===== src/rtl/serializer_pkg.sv =====
// serializer_pkg: shared state encoding and default sizes for the bit serializer
package serializer_pkg;
    localparam int DEF_DATA_W = 8;
    localparam int DEF_DEPTH  = 4;
    typedef enum logic {
        IDLE  = 1'b0,
        SHIFT = 1'b1
    } state_t;
endpackage


===== src/rtl/bit_serializer_if.sv =====
// bit_serializer_if: parallel word input plus serial stream and status outputs
interface bit_serializer_if
    import serializer_pkg::*;
#(
    parameter int DATA_W = DEF_DATA_W,
    parameter int DEPTH  = DEF_DEPTH
);
    logic [DATA_W-1:0]        in_data;
    logic                     in_valid;
    logic                     in_ready;
    logic                     seq;
    logic                     seq_valid;
    logic                     busy;
    logic [$clog2(DEPTH):0]   fifo_count;
    modport master (
        output in_data, in_valid,
        input  in_ready, seq, seq_valid, busy, fifo_count
    );
    modport slave (
        input  in_data, in_valid,
        output in_ready, seq, seq_valid, busy, fifo_count
    );
endinterface


===== src/rtl/ser_fifo.sv =====
// ser_fifo: synchronous word FIFO; pushes when full and pops when empty are ignored
module ser_fifo #(
    parameter int DATA_W = 8,
    parameter int DEPTH  = 4
) (
    input  logic                     clk,
    input  logic                     rst,
    input  logic                     push,
    input  logic                     pop,
    input  logic [DATA_W-1:0]        din,
    output logic [DATA_W-1:0]        dout,
    output logic                     full,
    output logic                     empty,
    output logic [$clog2(DEPTH):0]   count
);
    localparam int AW = $clog2(DEPTH);
    logic [DATA_W-1:0] mem [DEPTH];
    logic [AW-1:0]     wr_ptr;
    logic [AW-1:0]     rd_ptr;
    logic              wr_en;
    logic              rd_en;
    // full is judged on the pre-pop count, so a full FIFO never takes a word
    assign full  = count == (AW+1)'(DEPTH);
    assign empty = count == '0;
    assign wr_en = push && !full;
    assign rd_en = pop && !empty;
    assign dout  = mem[rd_ptr];
    // pointers wrap naturally because DEPTH is a power of two
    always_ff @(posedge clk or posedge rst) begin
        if (rst) begin
            wr_ptr <= '0;
            rd_ptr <= '0;
            count  <= '0;
        end else begin
            if (wr_en) wr_ptr <= wr_ptr + 1'b1;
            if (rd_en) rd_ptr <= rd_ptr + 1'b1;
            count <= count + (AW+1)'(wr_en) - (AW+1)'(rd_en);
        end
    end
    // storage needs no reset; stale words are unreachable once the pointers clear
    always_ff @(posedge clk) begin
        if (wr_en) mem[wr_ptr] <= din;
    end
endmodule


===== src/rtl/bit_serializer.sv =====
// bit_serializer: buffers parallel words and emits them MSB-first as a gap-free bit stream
module bit_serializer
    import serializer_pkg::*;
#(
    parameter int DATA_W = DEF_DATA_W,
    parameter int DEPTH  = DEF_DEPTH
) (
    input logic             clk,
    input logic             rst,
    bit_serializer_if.slave bus
);
    localparam int CW = $clog2(DATA_W);
    state_t                 state;
    state_t                 state_n;
    logic [DATA_W-1:0]      sh;
    logic [DATA_W-1:0]      sh_n;
    logic [CW-1:0]          cnt;
    logic [CW-1:0]          cnt_n;
    logic [DATA_W-1:0]      head;
    logic                   pop;
    logic                   full;
    logic                   empty;
    logic [$clog2(DEPTH):0] count;
    ser_fifo #(.DATA_W(DATA_W), .DEPTH(DEPTH)) u_fifo (
        .clk   (clk),
        .rst   (rst),
        .push  (bus.in_valid),
        .pop   (pop),
        .din   (bus.in_data),
        .dout  (head),
        .full  (full),
        .empty (empty),
        .count (count)
    );
    assign bus.in_ready   = !full;
    assign bus.fifo_count = count;
    assign bus.seq        = sh[DATA_W-1];
    assign bus.seq_valid  = state == SHIFT;
    assign bus.busy       = state == SHIFT || !empty;
    // state, shift register and bit counter; seq/seq_valid come straight from these
    always_ff @(posedge clk or posedge rst) begin
        if (rst) begin
            state <= IDLE;
            sh    <= '0;
            cnt   <= '0;
        end else begin
            state <= state_n;
            sh    <= sh_n;
            cnt   <= cnt_n;
        end
    end
    // load on a pop, otherwise shift; the register is cleared on return to IDLE so seq reads 0
    always_comb begin
        pop     = 1'b0;
        state_n = state;
        sh_n    = sh;
        cnt_n   = cnt;
        if (state == SHIFT && cnt != '0) begin
            sh_n  = sh << 1;
            cnt_n = cnt - 1'b1;
        end else if (!empty) begin
            pop     = 1'b1;
            state_n = SHIFT;
            sh_n    = head;
            cnt_n   = CW'(DATA_W - 1);
        end else begin
            state_n = IDLE;
            sh_n    = '0;
        end
    end
endmodule


===== src/flat_wrapper.sv =====
// flat-port wrapper written by rule: the top's interface ports become plain ports
module bit_serializer_flat import serializer_pkg::*;
#(
    parameter int DATA_W = DEF_DATA_W,
    parameter int DEPTH  = DEF_DEPTH
)
  (clk, rst, bus_in_data, bus_in_valid, bus_in_ready, bus_seq, bus_seq_valid, bus_busy, bus_fifo_count);
  bit_serializer_if #(.DATA_W(DATA_W), .DEPTH(DEPTH)) bus_i ();
  input logic clk;
  input logic rst;
  input wire logic [$bits(bus_i.in_data)-1:0] bus_in_data;
  input wire logic [$bits(bus_i.in_valid)-1:0] bus_in_valid;
  output wire logic [$bits(bus_i.in_ready)-1:0] bus_in_ready;
  output wire logic [$bits(bus_i.seq)-1:0] bus_seq;
  output wire logic [$bits(bus_i.seq_valid)-1:0] bus_seq_valid;
  output wire logic [$bits(bus_i.busy)-1:0] bus_busy;
  output wire logic [$bits(bus_i.fifo_count)-1:0] bus_fifo_count;
  assign bus_i.in_data = bus_in_data;
  assign bus_i.in_valid = bus_in_valid;
  assign bus_in_ready = bus_i.in_ready;
  assign bus_seq = bus_i.seq;
  assign bus_seq_valid = bus_i.seq_valid;
  assign bus_busy = bus_i.busy;
  assign bus_fifo_count = bus_i.fifo_count;
  bit_serializer #(.DATA_W(DATA_W), .DEPTH(DEPTH)) u_core (.clk(clk), .rst(rst), .bus(bus_i));
endmodule

===== config.mk =====
export PLATFORM = sky130hd
export DESIGN_NAME = bit_serializer_flat
export DESIGN_NICKNAME = d
export VERILOG_FILES = /design/src/rtl/serializer_pkg.sv /design/src/rtl/bit_serializer_if.sv /design/src/rtl/ser_fifo.sv /design/src/rtl/bit_serializer.sv /design/src/flat_wrapper.sv
export SDC_FILE = /design/constraint.sdc
export NUM_CORES = 1
export LEC_CHECK = 0
export CORE_MARGIN = 10
export CORE_UTILIZATION = 56
export CTS_CLUSTER_SIZE = 12
export DETAILED_ROUTE_END_ITERATION = 8
export HOLD_SLACK_MARGIN = 0.06
export MAX_ROUTING_LAYER = met4
export PLACE_DENSITY = 0.78
export RECOVER_POWER = 100
export SYNTH_ARGS = -nofsm -noshare
export SYNTH_HDL_FRONTEND = slang
export SYNTH_SLANG_ARGS = --single-unit
export TNS_END_PERCENT = 20

===== constraint.sdc =====
create_clock -name clk -period 2.8 [get_ports clk]
set_input_delay 0.56 -clock clk [delete_from_list [all_inputs] [get_ports clk]]
set_output_delay 0.56 -clock clk [all_outputs]
set_load 0.05 [all_outputs]

Yosys cells after proc, flatten, opt, wreduce, memory -nomap -nowiden --
Memories as Yosys holds them, arrays and structs flattened. Index checks and enable logic that the tools add are counted.
Word-level totals: register bits after elaboration 19, memory bits (writable) 32, bits of input ports 11, output and inout bits 7, memories 1
Operators by class: add/subtract/negate cells 5, equal/unequal tests 2, mux-type cells 8, reductions and logical operators 8
Memory list:
- u_core.u_fifo.mem | depth 4, bits a word 8, read ports 1, clocked after memory_dff 0, wr ports 1, RTL line ser_fifo.sv:17 | logic [DATA_W-1:0] mem [DEPTH];
Operator list (count):
- 8-bit 2-to-1 mux | 2
- 3-bit 2-to-1 mux | 2
- 2-bit by 1-bit adder with 2-bit output, second input constant | 2
- 1-bit 2-to-1 mux | 4
- 3-bit by 1-bit adder with 3-bit output | 1
- 3-bit equality test, second input constant | 1
- 1-bit logical AND | 3
- 3-bit logical NOT | 1
- 3-bit nonzero test | 1
- 3-bit by 1-bit subtractor with 3-bit output | 1
- 3-bit by 1-bit subtractor with 3-bit output, second input constant | 1
- 1-bit logical NOT | 2
- 2-bit inequality test, second input constant | 1
- 1-bit logical OR | 1

Depth between registers and ports, before layout --
Gate-level depths: netlist of the first run.
depth after elaboration 5, gate-level depth with buffers 12

By module --
A second synthesis of the first run with hierarchy kept.
Unflattened totals: cell total of the unflattened synthesis 130, area, all modules 2209.6 um2
Modules (own cells, without submodules):
- ser_fifo | instances 1, cells each 84, area each 1626.6 um2
- bit_serializer | instances 1, cells each 46, area each 583.1 um2

Worst setup path after synthesis of the first run --
No wires, ideal clock.
path kind register to register, start point register u_core.u_fifo.count[2], end point register u_core.u_fifo.count[2], setup time 0.142 ns, data arrival time 2.448 ns, data required time 2.658 ns, slack 0.209 ns, stages on the path, launching flop included 10, clock period less this slack 2.591 ns, path through dfrtp_1 > or3b_4 > and2_4 > inv_1 > ha_1 > inv_1 > ha_1 > fa_1 > xor2_1 > xnor2_1
Between the ends: longest elaborated chain between the ends 5, elaborated cells on any way between the ends 10, classes of those cells add/sub (2); eq/ne (1); mux (2); reduce/logical (5)
RTL lines:
- start: declaration | RTL line ser_fifo.sv:14 | output logic [$clog2(DEPTH):0] count
- start signal: assignment | RTL line ser_fifo.sv:37 | count <= count + (AW+1)'(wr_en) - (AW+1)'(rd_en);
- 3-bit equality test | RTL line ser_fifo.sv:23 | assign full = count == (AW+1)'(DEPTH);
- 1-bit logical NOT
- named net bus_in_ready | RTL line flat_wrapper.sv:13 | output wire logic [$bits(bus_i.in_ready)-1:0] bus_in_ready;
- 1-bit logical AND | RTL line ser_fifo.sv:25 | assign wr_en = push && !full;
- 3-bit by 1-bit adder with 3-bit output | RTL line ser_fifo.sv:37
- 3-bit by 1-bit subtractor with 3-bit output | RTL line ser_fifo.sv:37
The timed path passes the listed nets, and every way through them passes these cells. A chain may end at the register's enable or synchronous reset.

Worst setup path after layout of the first run --
start point register u_core.u_fifo.count[1], end point output bus_in_ready
Between the ends: longest elaborated chain between the ends 2
RTL lines:
- 3-bit equality test | RTL line ser_fifo.sv:23
- 1-bit logical NOT | RTL line bit_serializer.sv:35 | assign bus.in_ready = !full;
- end: declaration | RTL line flat_wrapper.sv:13
No other way between the ends.

==> results of run 1 <==
-- power by group --
part,switching [mW],leakage [nW],internal [mW]
logic,0.421,0.341,0.362
registers,0.158,0.524,1.03
clock network,0.223,0.0484,0.202
total,0.803,0.913,1.59
-- layout make-up --
| class | instances | area, um2 |
|---|---|---|
| flip-flops and latches | 51 | 1440 |
| fillers | 237 | 1090 |
| multi-input cells | 50 | 542 |
| repair buffers | 19 | 181 |
| clock buffers | 7 | 86.3 |
| well taps | 46 | 57.6 |
| inverters | 10 | 37.5 |
| clock inverters | 1 | 8.76 |
-- synthesized netlist by cell type --
cell type  number
and2_4          1
clkbuf_1        2
a22o_1          7
mux2_4          1
nor2_2          1
inv_1          10
or3_2           1
fa_1            1
nor3b_1         1
nor3_1          4
dfrtp_1        19
ha_1            8
and3_2          4
nand2b_1        2
mux4_2          8
and2_1          1
or3b_4          1
edfxtp_1       32
xor2_1          3
xnor2_1         2
nor2b_1         1
buf_2           2
a21oi_1         3
-- cells by family after synthesis --
group                    synth area share
multiplexers                       0.0955
XOR/XNOR                           0.0214
buffers and inverters              0.0269
adder cells (fa/ha/maj)            0.0588
AO/OA/AOI/OAI                      0.0374
AND/OR/NAND/NOR                    0.0570
flip-flops                          0.703
-- worst max-delay path: cells and delay by family, from the launching register on --
family	cells	cell delay (ns)
buf+inv	1	0.80
simple gates	1	0.45
flops	1	0.43
-- through the flow --
stage | hold WS (ns) | std cells | util | cell area [um2]
2_1_floorplan | 0.445 | 115 | - | 2040
3_3_place_gp | 0.452 | 176 | 0.659 | 2270
3_5_place_dp | 0.464 | 176 | 0.659 | 2270
4_1_cts | 0.477 | 184 | 0.687 | 2360
5_1_grt | 0.509 | 184 | 0.683 | 2350
6_report | 0.477 | 184 | 0.683 | 2350
-- flip-flops by register name, indices dropped and copies added (netlist names) --
name                  cells
u_core.bus.seq_valid      1
u_core.cnt                3
u_core.sh                 8
u_core.u_fifo.count       3
u_core.u_fifo.mem        32
u_core.u_fifo.rd_ptr      2
u_core.u_fifo.wr_ptr      2
-- per-layer routing --
metal	part of all wire	GRT usage	wire (um)	up-vias
li1	-	-	-	467
met1	0.42	0.128	1360	523
met2	0.52	0.185	1710	17
met3	0.044	0.0267	144	5
met4	0.014	0.0581	47	0
met5	0	-	0	-
-- path summary, 6_finish.rpt --
path                                          end  slack [ns]  cells past startpoint
setup reg to reg           u_core.u_fifo.count[2]        0.34                     11
hold / removal                      u_core.cnt[0]        0.48                      1
setup / recovery                     bus_in_ready        0.27                      2
hold reg to reg                     u_core.cnt[0]        0.48                      1
max in group asynchronous  u_core.u_fifo.count[0]        1.54                      2
min in group asynchronous            u_core.sh[2]        0.81                      2
==> impl_metrics.ini, run 1 <==
[timing]
tns_ns = 0
hold_viol = 0
finalClockSkew_ns = 0.00886
setup_ws_ns = 0.266
period_needed_ns = 2.53
rsz0062_at_grt = no
fmax_mhz = 395
setup_viol = 0
slew_violations = 0
max_slew_margin = 0.532
worstMarginPinSlew_ns = 0.702
finalCritPeriodShare = 0.905

[synthesis]
yosysTopAreaCell = edfxtp_1
ys_types = 23
syn_nets = 135
syn_inst = 115
synth_warnings = 0
ys_seq_area_frac = 0.703
synth.top_cell.area_share = 0.470
netlist_area_mm2 = 0.00204
avgSynthCellArea_um2 = 17.8
synth.area.top_cells = edfxtp_1, dfrtp_1, mux4_2, ha_1, a22o_1
ys_seq_elements = 51

[clocking]
clock_path_buffers = 2
cts-root-buf = clkbuf_8
cts_made_buffers = 5
htreeDepth = 2
clock_latency_ns = 0.30
cts_tree = yes
clk_pin_slew_ns = 0.09
cts.sinks = 51
post-cts-setup-buffers = 0
cts_resized = 0
holdBufCountCts = 0

[grt]
grt_overflow = 0
grt_pass1_vias = 1074
grt_max_degree = 20
grt_use_total = 0.114
grt_pass1_wl_um = 5290
antenna_found_initial = 0

[floorplan]
start_util = 0.594
io_pins = 18
core_area_mm2 = 0.00344
dieArea_mm2 = 0.00646
fp.dieW_um = 80.4
num_rows = 21
die-height_um = 80.4

[route]
dr.pass1.iters = 4
wl_um = 3270
vias = 1012
viasPerCell = 5.50
wl_per_cell_um = 17.8
ant_nets = 0
dr.first_iter.drc_count = 73
drc = 0

[power]
ir_worst_vdd_uv = 522
leakage_nw = 0.913
finalPower_mw = 2.39
power_density_mw_per_mm2 = 1020

[setup_path]
path_cells = or3b_1, dlygate4sd3_1
required_ns = 2.24
worstSetupEndpointType = output port
critPathLaunch = u_core.u_fifo.count[1]
cp-start-kind = flop
arrival_ns = 1.97
r2r-start = u_core.cnt[0]
critPathMaxFanout = 6
crit_slowest_cell = dlygate4sd3_1
path_class = flop to output port
cpPeakStageDelay_ns = 0.80

[placed_design]
place.detailed.hpwl_um = 2300
routabilityCongestion = 0.743
place_ws_ns = 0.225
io_buffers = 17

[layout]
diodes = 0
nNetsFinal = 157
syn_to_final_growth_pct = 15.0
drive_gt1_frac = 0.138
layout_common_cells = edfxtp_1, dfrtp_1, dlygate4sd3_1
layout.cells.most_common = edfxtp_1

[min_path]
min_from = u_core.cnt[0]
hold_path_class = flop to flop

[job]
cap_violations = 0

[outcome]
outcome = completed
(Power assumes the default switching activity.)
==> inputs of run 2 (changes only) <==
- CORE_UTILIZATION: 56 -> 60
- PLACE_DENSITY: 0.78 -> 0.82
- clock period: 2.8 -> 2.95 ns (I/O delays scaled with it)
==> impl_metrics.ini, run 2 (synthesis gave the netlist of run 1 again) <==
[clocking]
cts_resized = 0
cts_made_buffers = 5
clk_pin_slew_ns = 0.13
post-cts-setup-buffers = 0
holdBufCountCts = 0
cts_tree = yes
cts.sinks = 51
clock_path_buffers = 2
htreeDepth = 2
clock_latency_ns = 0.35
cts-root-buf = clkbuf_4

[setup_path]
rr_worst_depth = 11
cp-start-kind = flop
reg2reg_to = u_core.u_fifo.count[2]
path_delay_family = buffers and inverters
r2r_slack_ns = 0.34
required_ns = 2.36
critPathMaxFanout = 6
path_class = flop to output port
r2r-start = u_core.cnt[0]
critPathBufInv = 1
path_cells = or3b_1, dlygate4sd3_1
worstSetupEndpointType = output port
cpPeakStageDelay_ns = 0.80
crit_slowest_cell = dlygate4sd3_1
arrival_ns = 2.07

[power]
leakage_nw = 0.890
ir_worst_vdd_uv = 437
power_density_mw_per_mm2 = 931
finalPower_mw = 2.14

[job]
cap_violations = 0

[grt]
grt_pass1_wl_um = 5480
grt_use_total = 0.119
grt_max_degree = 20
grt-busiest-layer = met2
use_met3 = 0.0444
met1_usage = 0.124
antenna_found_initial = 0
grt_pass1_vias = 1134
grt_overflow = 0
use_met2 = 0.203

[timing]
finalHoldWorstSlack_ns = 0.488
rsz0062_at_grt = no
worstMarginPinSlew_ns = 0.726
slew_violations = 0
finalClockSkew_ns = 0.00966
period_needed_ns = 2.66
tns_ns = 0
finalCritPeriodShare = 0.901
setup_ws_ns = 0.291
max_slew_margin = 0.514
setup_viol = 0
fmax_mhz = 376
hold_viol = 0

[route]
dr.first_iter.drc_count = 94
dr.pass1.iters = 4
drc = 0
wl_per_cell_um = 17.5
viasPerCell = 5.49
wl_um = 3200
ant_nets = 0
vias = 1004

[placed_design]
routabilityCongestion = 0.844
place_area_mm2 = 0.00226
place.detailed.hpwl_um = 2340
place_inst = 175
io_buffers = 17
place_ws_ns = 0.317

[layout]
syn_to_final_growth_pct = 12.2
diodes = 0
drive_gt1_frac = 0.109
nNetsFinal = 156
regMostFlops = u_core.u_fifo.mem
layout_common_cells = edfxtp_1, dfrtp_1, dlygate4sd3_1
utilization = 0.693
layout.cells.most_common = edfxtp_1
fin_area_mm2 = 0.00229
reg.largest.list = u_core.u_fifo.mem (32), u_core.sh (8)
fin_cells = 183
largest_reg_flops = 32

[min_path]
hold_path_depth = 1
hold_path_class = flop to flop
hold-path-endpoint = u_core.sh[5]
min_from = u_core.sh[4]

[floorplan]
num_rows = 21
die-height_um = 78.4
start_util = 0.617
fp.dieW_um = 78.4
io_pins = 18
dieArea_mm2 = 0.00614
core_area_mm2 = 0.00331

[outcome]
outcome = completed
==> run 2: changes by cell type in the layout (fill, tap and decap cells not counted) <==
cell / before / now
clkdlybuf4s50_1: 0 / 2
buf_4: 1 / 0
nor2_1: 0 / 1
clkbuf_8: 6 / 0
nor2_2: 1 / 0
clkinv_4: 1 / 0
clkbuf_4: 0 / 5
clkbuf_1: 2 / 4
dlygate4sd3_1: 17 / 15
and2_0: 2 / 1
and2_1: 0 / 1
==> run 2: area by class of cell <==
cell class / instances / area (um2)
Sequential cell: 51 / 1440
Timing Repair Buffer: 18 / 174
Clock buffer: 8 / 48.8
Inverter: 10 / 37.5
Tap cell: 46 / 57.6
Multi-Input combinational cell: 50 / 539
Fill cell: 241 / 1020
==> run 2: worst max path at each step <==
stage | slack (ns) | from | depth (start not counted) | to
after CTS | 0.21 | u_core.u_fifo.count[2] | 3 | bus_busy
final | 0.29 | u_core.u_fifo.count[1] | 2 | bus_in_ready
after floorplan | 0.36 | u_core.u_fifo.count[2] | 9 | u_core.u_fifo.count[2]
after global routing | 0.09 | u_core.u_fifo.count[2] | 3 | bus_busy
after global placement | 0.40 | bus_in_valid | 9 | u_core.u_fifo.count[2]
after detailed placement | 0.32 | bus_in_valid | 9 | u_core.u_fifo.count[2]
==> run 2: worst reg2reg max path: cells and delay by family, from the launching register on <==
family,cells,cell delay [ns]
buf+inv,2,0.11
flops,1,0.42
xor+xnor,2,0.29
simple gates,2,0.63
fa+ha+maj,5,1.07
==> run 2: where the power goes <==
| group | total [mW] | internal, mW | switching, mW |
|---|---|---|---|
| Sequential | 1.12 | 0.972 | 0.148 |
| Combinational | 0.732 | 0.338 | 0.394 |
| Clock | 0.283 | 0.0954 | 0.188 |
| Total | 2.14 | 1.41 | 0.730 |
==> run 2: metal layers <==
| layer | vias to the layer above | wire (um) |
|---|---|---|
| li1 | 467 | - |
| met4 | 0 | 40 |
| met1 | 514 | 1290 |
| met5 | - | 0 |
| met2 | 19 | 1760 |
| met3 | 4 | 111 |
